--- config.mk ---
export PLATFORM = sky130hd
export DESIGN_NAME = regfile_write_arbiter
export DESIGN_NICKNAME = d
export VERILOG_FILES = /design/src/rtl/regfile_write_arbiter.sv
export SDC_FILE = /design/constraint.sdc
export NUM_CORES = 1
export LEC_CHECK = 0
export ABC_AREA = 0
export CAP_MARGIN = 0
export CORE_MARGIN = 2
export CORE_UTILIZATION = 60
export DETAILED_ROUTE_END_ITERATION = 8
export DONT_BUFFER_PORTS = 1
export HOLD_SLACK_MARGIN = 0.02
export PLACE_DENSITY = 0.78
export SETUP_SLACK_MARGIN = 0.15
export SYNTH_ARGS = -nofsm -noshare
export SYNTH_HDL_FRONTEND = slang
export SYNTH_SLANG_ARGS = --single-unit
--- constraint.sdc ---
create_clock -name clk -period 5.13 [get_ports clk]
set_input_delay 0.7695 -clock clk [delete_from_list [all_inputs] [get_ports clk]]
set_output_delay 0.7695 -clock clk [all_outputs]
set_load 0.1 [all_outputs]
--- src/rtl/regfile_write_arbiter.sv ---
// Two-source writeback arbiter for a single-write-port register file.
// Each source owns a one-entry holding register. Held entries are written
// oldest first, and two entries accepted in the same cycle are ordered by
// a round-robin flag. Writes to r0 are acknowledged but never held.
module regfile_write_arbiter #(
    parameter int DATA_WIDTH = 32,
    parameter int ADDR_WIDTH = 4
) (
    input  logic                     clk,
    input  logic                     reset,
    input  logic                     flush,
    input  logic                     a_valid,
    output logic                     a_ready,
    input  logic [ADDR_WIDTH-1:0]    a_addr,
    input  logic [DATA_WIDTH-1:0]    a_data,
    input  logic                     b_valid,
    output logic                     b_ready,
    input  logic [ADDR_WIDTH-1:0]    b_addr,
    input  logic [DATA_WIDTH-1:0]    b_data,
    output logic                     rf_available,
    output logic                     rf_write_en,
    output logic [ADDR_WIDTH-1:0]    rf_write_addr,
    output logic [DATA_WIDTH-1:0]    rf_write_data,
    output logic [2**ADDR_WIDTH-1:0] pending_mask
);

    localparam int NREG = 2**ADDR_WIDTH;

    logic                  held_a_q, held_a_d;
    logic                  held_b_q, held_b_d;
    logic [ADDR_WIDTH-1:0] addr_a_q, addr_a_d;
    logic [ADDR_WIDTH-1:0] addr_b_q, addr_b_d;
    logic [DATA_WIDTH-1:0] data_a_q, data_a_d;
    logic [DATA_WIDTH-1:0] data_b_q, data_b_d;
    // older_a is meaningful only when same_age is clear.
    logic                  older_a_q, older_a_d;
    logic                  same_age_q, same_age_d;
    logic                  rr_b_q, rr_b_d;
    logic                  avail_q;

    logic grant_a, grant_b;
    logic acc_a, acc_b;

    // Pick one held entry: oldest first, round-robin between equal-age entries.
    always_comb begin
        grant_a = avail_q & held_a_q &
                  (~held_b_q | (same_age_q ? ~rr_b_q : older_a_q));
        grant_b = avail_q & held_b_q & ~grant_a;
    end

    // Handshakes; a slot can refill in the same cycle its entry is written.
    always_comb begin
        a_ready = ~reset & ~flush & (~held_a_q | grant_a);
        b_ready = ~reset & ~flush & (~held_b_q | grant_b);
        acc_a   = a_valid & a_ready & (a_addr != '0);
        acc_b   = b_valid & b_ready & (b_addr != '0);
    end

    // Next state for holding registers, relative age and tie-break flag.
    always_comb begin
        held_a_d   = flush ? 1'b0 : ((held_a_q & ~grant_a) | acc_a);
        held_b_d   = flush ? 1'b0 : ((held_b_q & ~grant_b) | acc_b);
        addr_a_d   = acc_a ? a_addr : addr_a_q;
        data_a_d   = acc_a ? a_data : data_a_q;
        addr_b_d   = acc_b ? b_addr : addr_b_q;
        data_b_d   = acc_b ? b_data : data_b_q;
        older_a_d  = older_a_q;
        same_age_d = same_age_q;
        if (flush) begin
            older_a_d  = 1'b0;
            same_age_d = 1'b0;
        end else if (acc_a && acc_b) begin
            same_age_d = 1'b1;
        end else if (acc_a) begin
            // Whatever B holds (or later holds) is older than this A entry.
            older_a_d  = 1'b0;
            same_age_d = 1'b0;
        end else if (acc_b) begin
            older_a_d  = 1'b1;
            same_age_d = 1'b0;
        end
        // A tie is consumed when one member of an equal-age pair is written.
        rr_b_d = rr_b_q ^ (held_a_q & held_b_q & same_age_q & avail_q);
    end

    // State register with synchronous reset.
    always_ff @(posedge clk) begin
        if (reset) begin
            held_a_q   <= 1'b0;
            held_b_q   <= 1'b0;
            addr_a_q   <= '0;
            addr_b_q   <= '0;
            data_a_q   <= '0;
            data_b_q   <= '0;
            older_a_q  <= 1'b0;
            same_age_q <= 1'b0;
            rr_b_q     <= 1'b0;
            avail_q    <= 1'b0;
        end else begin
            held_a_q   <= held_a_d;
            held_b_q   <= held_b_d;
            addr_a_q   <= addr_a_d;
            addr_b_q   <= addr_b_d;
            data_a_q   <= data_a_d;
            data_b_q   <= data_b_d;
            older_a_q  <= older_a_d;
            same_age_q <= same_age_d;
            rr_b_q     <= rr_b_d;
            avail_q    <= 1'b1;
        end
    end

    // Register file write port, zeroed when nothing is granted.
    always_comb begin
        rf_available  = avail_q;
        rf_write_en   = grant_a | grant_b;
        rf_write_addr = '0;
        rf_write_data = '0;
        if (grant_a) begin
            rf_write_addr = addr_a_q;
            rf_write_data = data_a_q;
        end else if (grant_b) begin
            rf_write_addr = addr_b_q;
            rf_write_data = data_b_q;
        end
    end

    // Pending-write mask; r0 is never held so bit 0 is tied low.
    for (genvar gi = 0; gi < NREG; gi++) begin : g_mask
        if (gi == 0) begin : g_zero
            assign pending_mask[gi] = 1'b0;
        end else begin : g_reg
            assign pending_mask[gi] =
                (held_a_q && (addr_a_q == ADDR_WIDTH'(gi))) ||
                (held_b_q && (addr_b_q == ADDR_WIDTH'(gi)));
        end
    end

endmodule
Word level (Yosys, flattened, before mapping)
Cells that the tools add are included.

word-level totals
  register bits = 78
  bits of input ports = 77
  output and inout port bits = 56
  word-level logic and storage cells = 134

operators by class
  equal/unequal tests = 30
  muxes and demuxes = 11
  bitwise operators = 31
  reduce and logical (&&, ||, !) cells = 52

operators with widths
  cell                number
  $eq 4x4->1 const B  16
  $mux 32             2
  $eq 4x3->1 const B  8
  $logic_and 1x1->1   31
  $and 1x1->1         16
  $eq 4x2->1 const B  4
  $logic_or 1x1->1    15
  $eq 4x1->1 const B  2
  $mux 4              2
  $not 1->1           8
  $reduce_bool 4->1   2
  $mux 1              7
  $or 1x1->1          6
  $reduce_bool 3->1   1
  $reduce_and 2->1    1
  $reduce_bool 2->1   1
  $reduce_or 2->1     1
  $xor 1x1->1         1

Longest topological paths before layout
Gate-level depths: netlist of run 1.

  word-level depth = 13
  depth in mapped cells = 10
  depth with buffers taken out = 8

Worst setup path after synthesis of run 1
Ideal clock, no wire load.

  path type = input -> output
  start = input reset
  end = output a_ready
  arrival = 3.371 ns
  data required time = 4.360 ns
  setup slack = 0.990 ns
  stages = 4
  buffers on the path = 3
  path through = clkbuf_1 buf_2 buf_2 nor3_1

on the way
  word-level cells in the longest chain between the ends = 3

RTL lines
  element                    RTL line  text
  from (decl)                10        input logic reset,
  $not 1->1                  53        a_ready = ~reset & ~flush & (~held_a_q | grant_a);
  $and 1x1->1 (2 in series)  53
  to (decl)                  13        output logic a_ready,

No other way between the ends.

Worst setup path in the final report of run 1
  start = register same_age_q
  end = output rf_write_data[29]

on the way
  word-level cells in the longest chain between the ends = 7

RTL lines
  element                 RTL line  text
  from (decl)             37        logic same_age_q, same_age_d;
  from (signal assigned)  107       same_age_q <= same_age_d;
  $mux 1 (*)              47        (~held_b_q | (same_age_q ? ~rr_b_q : older_a_q));
  $or 1x1->1 (*)          47
  $and 1x1->1 (*)         46        grant_a = avail_q & held_a_q &
  $not 1->1               48        grant_b = avail_q & held_b_q & ~grant_a;
  $and 1x1->1             48
  $mux 32                 122       end else if (grant_b) begin
  $mux 32 (*)             119       if (grant_a) begin
  to (decl)               23        output logic [DATA_WIDTH-1:0] rf_write_data,

Mark *: on every way between the ends. The rest lies on a longest branch, timed or not.

==> results of run 1 <==
## cell usage in the layout (no fill, tap or decap), drive strengths merged, types with 9 or more instances in the layout
cell | synthesis | layout
o22ai | 14 | 14
o21ai | 39 | 39
inv | 7 | 12
clkbuf | 15 | 9
dfxtp | 78 | 78
a21oi | 38 | 38
nand3 | 39 | 39
nor2b | 34 | 34
a22o | 36 | 36
buf | 21 | 43
mux2 | 35 | 35
## flip-flops by register name (all words and copies together), names as in the netlist
name / flops
same_age_q: 1
rr_b_q: 1
addr_a_q: 4
addr_b_q: 4
older_a_q: 1
held_b_q: 1
data_a_q: 32
rf_available: 1
data_b_q: 32
held_a_q: 1
## final cells by class
cell class / count / area (µm²) / area share (%)
Clock buffer: 9 / 124 / 2.83
Clock inverter: 7 / 85.1 / 1.94
Inverter: 7 / 38.8 / 0.885
Multi-Input combinational cell: 282 / 2130 / 48.7
Sequential cell: 78 / 1560 / 35.6
Tap cell: 77 / 96.3 / 2.20
Timing Repair Buffer: 43 / 343 / 7.82
## power by group
part	leakage (µW)	internal (µW)	switching [µW]
logic	0.000981	48.6	81.9
clock network	0.000107	236	250
registers	0.000636	632	17.5
## critical path, stage by stage, from the launching register on
cell	delay, ps
dfxtp_1	350
and2_1	210
o21ai_1	180
and3_1	620
buf_4	380
a22o_1	200
buf_4	290
## layer usage
metal	GRT usage [%]	vias up	routed length, µm
li1	-	1509	-
met1	33.5	1507	3860
met2	43.9	150	4560
met3	9.40	18	798
met4	8.06	0	133
met5	0	-	0
## metrics by stage
step / worst slack [ps] / utilization, % / hold WS, ps / instances / instance area [µm²]
final: 1760 / 69.8 / 477 / 503 / 4380
after global routing: 1590 / 69.8 / 468 / 503 / 4380
after floorplan: 990 / - / 454 / 403 / 3830
after detailed placement: 2070 / 66.5 / 465 / 487 / 4170
after global placement: 2140 / 66.5 / 456 / 487 / 4170
after CTS: 1760 / 69.8 / 465 / 503 / 4380
## cells by family after synthesis
logic type,share of synthesized area [%]
simple gates,15.5
fa+ha+maj,0.653
xor+xnor,0.229
buf+inv,6.41
mux,12.5
flops,40.8
other cells,0.0979
compound gates,23.9
## final timing paths
path	cells past startpoint	to	from
min reg2reg	2	data_b_q[28]$_SDFFE_PP0P_	data_b_q[28]$_SDFFE_PP0P_
max reg2reg	9	older_a_q$_SDFFE_PP0P_	rf_available$_DFF_P_
min	2	data_b_q[28]$_SDFFE_PP0P_	data_b_q[28]$_SDFFE_PP0P_
max	6	rf_write_data[29]	same_age_q$_SDFFE_PP0P_
==> flow_summary_export.csv, run 1 <==
group,metric,value,unit
grt,gr-total-overflow,0,
die,ios,133,
critical_path,endpoint_kind,"primary output",
synthesis,synthCells,403,
synthesis,seq_area_frac_synth,40.8,%
final_layout,layout.nets,500,
synthesis,yosysMostFrequentCell,"dfxtp_1",
clocking,cts_root_buf,"clkbuf_8",
timing,fmax,0.297,GHz
synthesis,ys_warn_count,0,
timing,skew,13.8,ps
synthesis,syn_nets,482,
clocking,htreeDepth,3,
timing,tns,0,ps
routing,vias_per_cell,6.33,
place,gp_congestion,0.866,
grt,grt_pass1_vias,3143,
die,die_x,83.9,µm
synthesis,synth_flop_cell,"dfxtp_1",
die,std_cell_rows,29,
synthesis,async_flop_share,0,%
flow_run,cap_violations,0,
routing,wl_per_cell,18.6,µm
clocking,cts_tree,"done",
place,port_buffers,0,
clocking,cts_buffer_depth,2,
clocking,cts_setup_buffers,0,
final_layout,diodes,0,
timing,slew_violations,0,
power_and_ir_drop,p_leak,0.00172,µW
routing,wirelength,9.35,mm
timing,max-slew-margin-rel,23.8,%
timing,timing.final.hold_violations,0,
grt,grt_max_degree,77,
final_layout,drive_gt1_share,24.2,%
die,die_h,83.9,µm
timing,period_share,65.7,%
synthesis,netlist.area_leader.share,40.8,%
synthesis,ys_ff_latch,78,
synthesis,synth_cell_types,46,
timing,setup_viol,0,
clocking,cts_buffers,9,
clocking,post_cts_resized,0,
timing,rsz0062_at_grt,"false",
place,hpwl,6.13,mm
critical_path,path_class,"reg -> out",
critical_path,path_max_fanout,20,
timing,worst_pin_slew,1150,ps
synthesis,syn_area,0.00383,mm²
synthesis,syn_area_per_cell,9.50,µm²
grt,grt_pass1_wl,15.4,mm
routing,detail-route-antenna-nets,0,
synthesis,synth.area.top_cells,"dfxtp_1 41%, a22o_1 8.2%, mux2_4 7.8%",
synthesis,synth_edf_count,0,
critical_path,startpoint_type,"register",
routing,drc,0,
synthesis,synth_common_cells,"78 x dfxtp_1, 39 x nand3_1, 38 x a21oi_1, 37 x o21ai_0, 36 x a22o_1",
worst_hold_path,min_path_type,"reg -> reg",
die,die-area,0.00704,mm²
clocking,clock-sinks,78,
grt,grt_usage,26.9,%
clocking,clk-insertion-delay-late,360,ps
routing,num_vias,3184,
critical_path,cp.required,4360,ps
grt,antenna_found_initial,0,
critical_path,r2r_setup_slack,2270,ps
power_and_ir_drop,power_density,289,mW/mm²
synthesis,synth.largest_area_cell,"dfxtp_1",
die,coreArea,0.00628,mm²
power_and_ir_drop,total_power,1270,µW
routing,drt_iter0_markers,224,
run_status,status,"finished, final reports clean",
critical_path,arrival,2600,ps
clocking,postCtsHoldBufs,0,
power_and_ir_drop,ir_drop,0.000240,V
die,start_util,61.0,%
timing,fin_crit,3370,ps
final_layout,fill_cells,497,
final_layout,synthToLayoutAreaGrowth,14.4,%
routing,drt-pass1-iter-count,5,
clocking,clk_pin_slew_worst_paths,80,ps
Note: power is estimated with default switching activity, not from simulation.
==> inputs of run 2 (changes only) <==
--- a/config.mk
+++ b/config.mk
@@ -5,14 +5,14 @@
 export SDC_FILE = /design/constraint.sdc
 export NUM_CORES = 1
 export LEC_CHECK = 0
-export ABC_AREA = 0
+export ABC_AREA = 1
 export CAP_MARGIN = 0
 export CORE_MARGIN = 2
-export CORE_UTILIZATION = 60
+export CORE_UTILIZATION = 57
 export DETAILED_ROUTE_END_ITERATION = 8
 export DONT_BUFFER_PORTS = 1
 export HOLD_SLACK_MARGIN = 0.02
-export PLACE_DENSITY = 0.78
+export PLACE_DENSITY = 0.77
 export SETUP_SLACK_MARGIN = 0.15
 export SYNTH_ARGS = -nofsm -noshare
 export SYNTH_HDL_FRONTEND = slang
==> constraint.sdc (replaced) <==
create_clock -name clk -period 2.8 [get_ports clk]
set_input_delay 0.42 -clock clk [delete_from_list [all_inputs] [get_ports clk]]
set_output_delay 0.42 -clock clk [all_outputs]
set_load 0.1 [all_outputs]
==> run 2 against run 1 <==
Net effect: count of clock-buffer cells in the layout up 1; cell area up 18%; sequential share of layout area down 5.5 points; cell count up 43%; critical path depth up 1; via count up 21%; synthesized cell count up 47%; first-iteration DRC count down 5.4%; clock skew down 3.0 ps; combinational power up 130%; register-to-register slack worse by 1900 ps; non-clock buffer count up 21; largest cell class unchanged.
==> flow_summary_export.csv, run 2 <==
group,metric,value,unit
run_status,status,"finished, final reports clean",
final_layout,final_common_cell,"nand2_1",
die,ios,133,
die,std_cell_rows,29,
power_and_ir_drop,power_density,456,mW/mm²
grt,grt_max_degree,49,
die,die-area,0.00730,mm²
critical_path,startpoint_type,"register",
critical_path,cp_slowest_cell,"buf_4",
critical_path,r2r_setup_slack,370,ps
power_and_ir_drop,pwr-share-clk,36.8,%
synthesis,synth.area.top_cells,"dfxtp_1 41%, nand2_1 16%, nor2_1 15%",
critical_path,rr_worst_depth,11,
critical_path,path_class,"reg -> out",
critical_path,arrival,2030,ps
synthesis,ys_warn_count,0,
final_layout,final_cell_mix,"163 x nand2_1, 153 x nor2_1, 84 x inv_1",
final_layout,fill_cells,418,
clocking,postCtsHoldBufs,0,
synthesis,ys_ff_latch,78,
timing,skew,10.9,ps
routing,wl_per_cell,15.0,µm
routing,drt_iter0_markers,212,
synthesis,async_flop_share,0,%
grt,gr-total-overflow,0,
die,die_x,85.4,µm
synthesis,seq_area_frac_synth,41.3,%
critical_path,path_max_fanout,39,
final_layout,diodes,0,
grt,antenna_found_initial,0,
synthesis,synthCells,594,
final_layout,synthToLayoutAreaGrowth,37.0,%
clocking,clock-sinks,78,
power_and_ir_drop,power.switching,670,µW
synthesis,yosysMostFrequentCell,"nand2_1",
power_and_ir_drop,comb_power_share,12.9,%
synthesis,synth.largest_area_cell,"dfxtp_1",
critical_path,rr_endpoint,"data_a_q[5]$_SDFFE_PP0P_",
critical_path,endpoint_kind,"primary output",
synthesis,netlist.area_leader.share,41.3,%
critical_path,max_stage_delay,560,ps
timing,whs,128,ps
timing,setup_viol,0,
timing,fin_crit,2450,ps
timing,fmax,0.408,GHz
grt,grt_usage,29.9,%
power_and_ir_drop,pwr-share-seq,50.3,%
timing,period_share,87.6,%
die,start_util,59.2,%
synthesis,syn_area,0.00378,mm²
flow_run,cap_violations,0,
timing,timing.final.hold_violations,0,
synthesis,synth_flop_cell,"dfxtp_1",
place,gp_congestion,0.992,
grt,grt_pass1_vias,3931,
power_and_ir_drop,p_leak,0.00246,µW
critical_path,critical_path.endpoint,"rf_write_data[24]",
critical_path,r2r-start,"same_age_q$_SDFFE_PP0P_",
timing,slew_violations,0,
timing,rsz0062_at_grt,"true",
timing,worst_pin_slew,706,ps
clocking,cts_tree,"done",
grt,grt_pass1_wl,17.5,mm
routing,drc,0,
synthesis,synth_common_cells,"163 x nand2_1, 153 x nor2_1, 84 x inv_1, 78 x dfxtp_1, 50 x o22ai_1",
place,port_buffers,0,
critical_path,crit_chain,"inv_1, nand2_1, nand3_1, nand2_2, buf_4, o22ai_2, buf_12",
power_and_ir_drop,p_int,1690,µW
clocking,cts_buffers,9,
synthesis,synth_edf_count,0,
power_and_ir_drop,total_power,2360,µW
routing,detail-route-antenna-nets,0,
die,die_h,85.4,µm
clocking,cts_root_buf,"clkbuf_8",
synthesis,syn_nets,673,
worst_hold_path,min_path_cells,1,
power_and_ir_drop,switching_share,28.4,%
routing,num_vias,3856,
routing,vias_per_cell,5.38,
routing,wirelength,10.8,mm
final_layout,drive_gt1_share,22.0,%
clocking,cts_buffer_depth,2,
final_layout,largestRegisters,"data_a_q x32, data_b_q x32",
timing,tns,0,ps
synthesis,syn_area_per_cell,6.37,µm²
clocking,clk_pin_slew_worst_paths,80,ps
power_and_ir_drop,ir_drop,0.000382,V
place,hpwl,7.48,mm
clocking,clk-insertion-delay-late,350,ps
worst_hold_path,min_path_type,"in -> reg",
synthesis,synth_cell_types,23,
final_layout,layout.nets,714,
timing,max-slew-margin-rel,52.9,%
die,coreArea,0.00639,mm²
critical_path,critPathLaunch,"same_age_q$_SDFFE_PP0P_",
routing,drt-pass1-iter-count,4,
critical_path,cp.required,2380,ps
clocking,htreeDepth,3,
==> run 2: cell types whose count changed in the layout (fill, tap and decap cells not counted), moves of 34 or more <==
cell     before  now
o22ai_2      14   49
o21ai_0      37    2
nand2_1       5  163
buf_12        0   38
inv_1         5   84
nor2_1        3  153
a21oi_1      38    4
a22o_1       36    0
nor2b_1      34    0
==> run 2: power groups by stage <==
stage	Clock [µW]	Sequential (µW)	Combinational (µW)
finish	869	1190	306
CTS	873	1190	304
detailed placement	0	1210	299
global placement	0	1210	284
floorplan	0	1210	240
global route	927	1190	339
==> run 2: worst min path at each step <==
stage | start | end | slack (ps)
2_1_floorplan | rr_b_q$_SDFF_PP0_ | rr_b_q$_SDFF_PP0_ | 420
3_3_place_gp | rr_b_q$_SDFF_PP0_ | rr_b_q$_SDFF_PP0_ | 440
3_5_place_dp | rr_b_q$_SDFF_PP0_ | rr_b_q$_SDFF_PP0_ | 470
4_1_cts | reset | addr_a_q[3]$_SDFFE_PP0P_ | 120
5_1_grt | reset | addr_a_q[3]$_SDFFE_PP0P_ | 120
6_report | reset | addr_a_q[3]$_SDFFE_PP0P_ | 130
==> run 2: repair_timing <==
action | CTS | global route
setup buffers | 0 | 0
gates resized for setup | 0 | 1
endpoints found under the setup margin | 0 | 20
==> run 2: layout make-up <==
class	instances	area [µm²]	area share (%)
sequential	78	1560	30.2
tap	77	96.3	1.86
clock buffer	10	138	2.66
inverter	87	327	6.31
clock inverter	6	71.3	1.38
timing repair buffer	64	956	18.5
multi-input combinational	395	2030	39.2
==> run 2: routing by layer <==
metal	vias to the layer above	wire [µm]	track usage [%]
met5	-	0	0
met4	0	297	12.3
met3	35	955	9.92
met2	173	5560	53.1
met1	1773	3980	32.5
li1	1875	-	-
==> run 2: stage by stage <==
step	std cells	utilization [%]	worst slack (ps)	instance area [µm²]
2_1_floorplan	594	-	196	4030
3_3_place_gp	701	77.7	549	4960
3_5_place_dp	701	77.7	469	4960
4_1_cts	717	81.0	196	5170
5_1_grt	717	81.1	154	5180
6_report	717	81.1	347	5180
==> run 2: cells by family (layout without fill, tap and decap cells) <==
kind of cell,Yosys count,after routing,synth area share [%]
and+or+nand+nor,331,331,33.6
adders and majority gates,2,2,0.662
DFF,78,78,41.3
buffers and inverters,121,167,14.4
AOI/OAI and AO/OA,61,61,9.96
other,1,1,0.0992
==> run 2: worst max-delay path, delay by kind of cell, from the launching register on <==
family	cells	cell delay (ps)
AOI/OAI and AO/OA	1	210
and+or+nand+nor	3	240
buffers and inverters	3	860
DFF	1	340
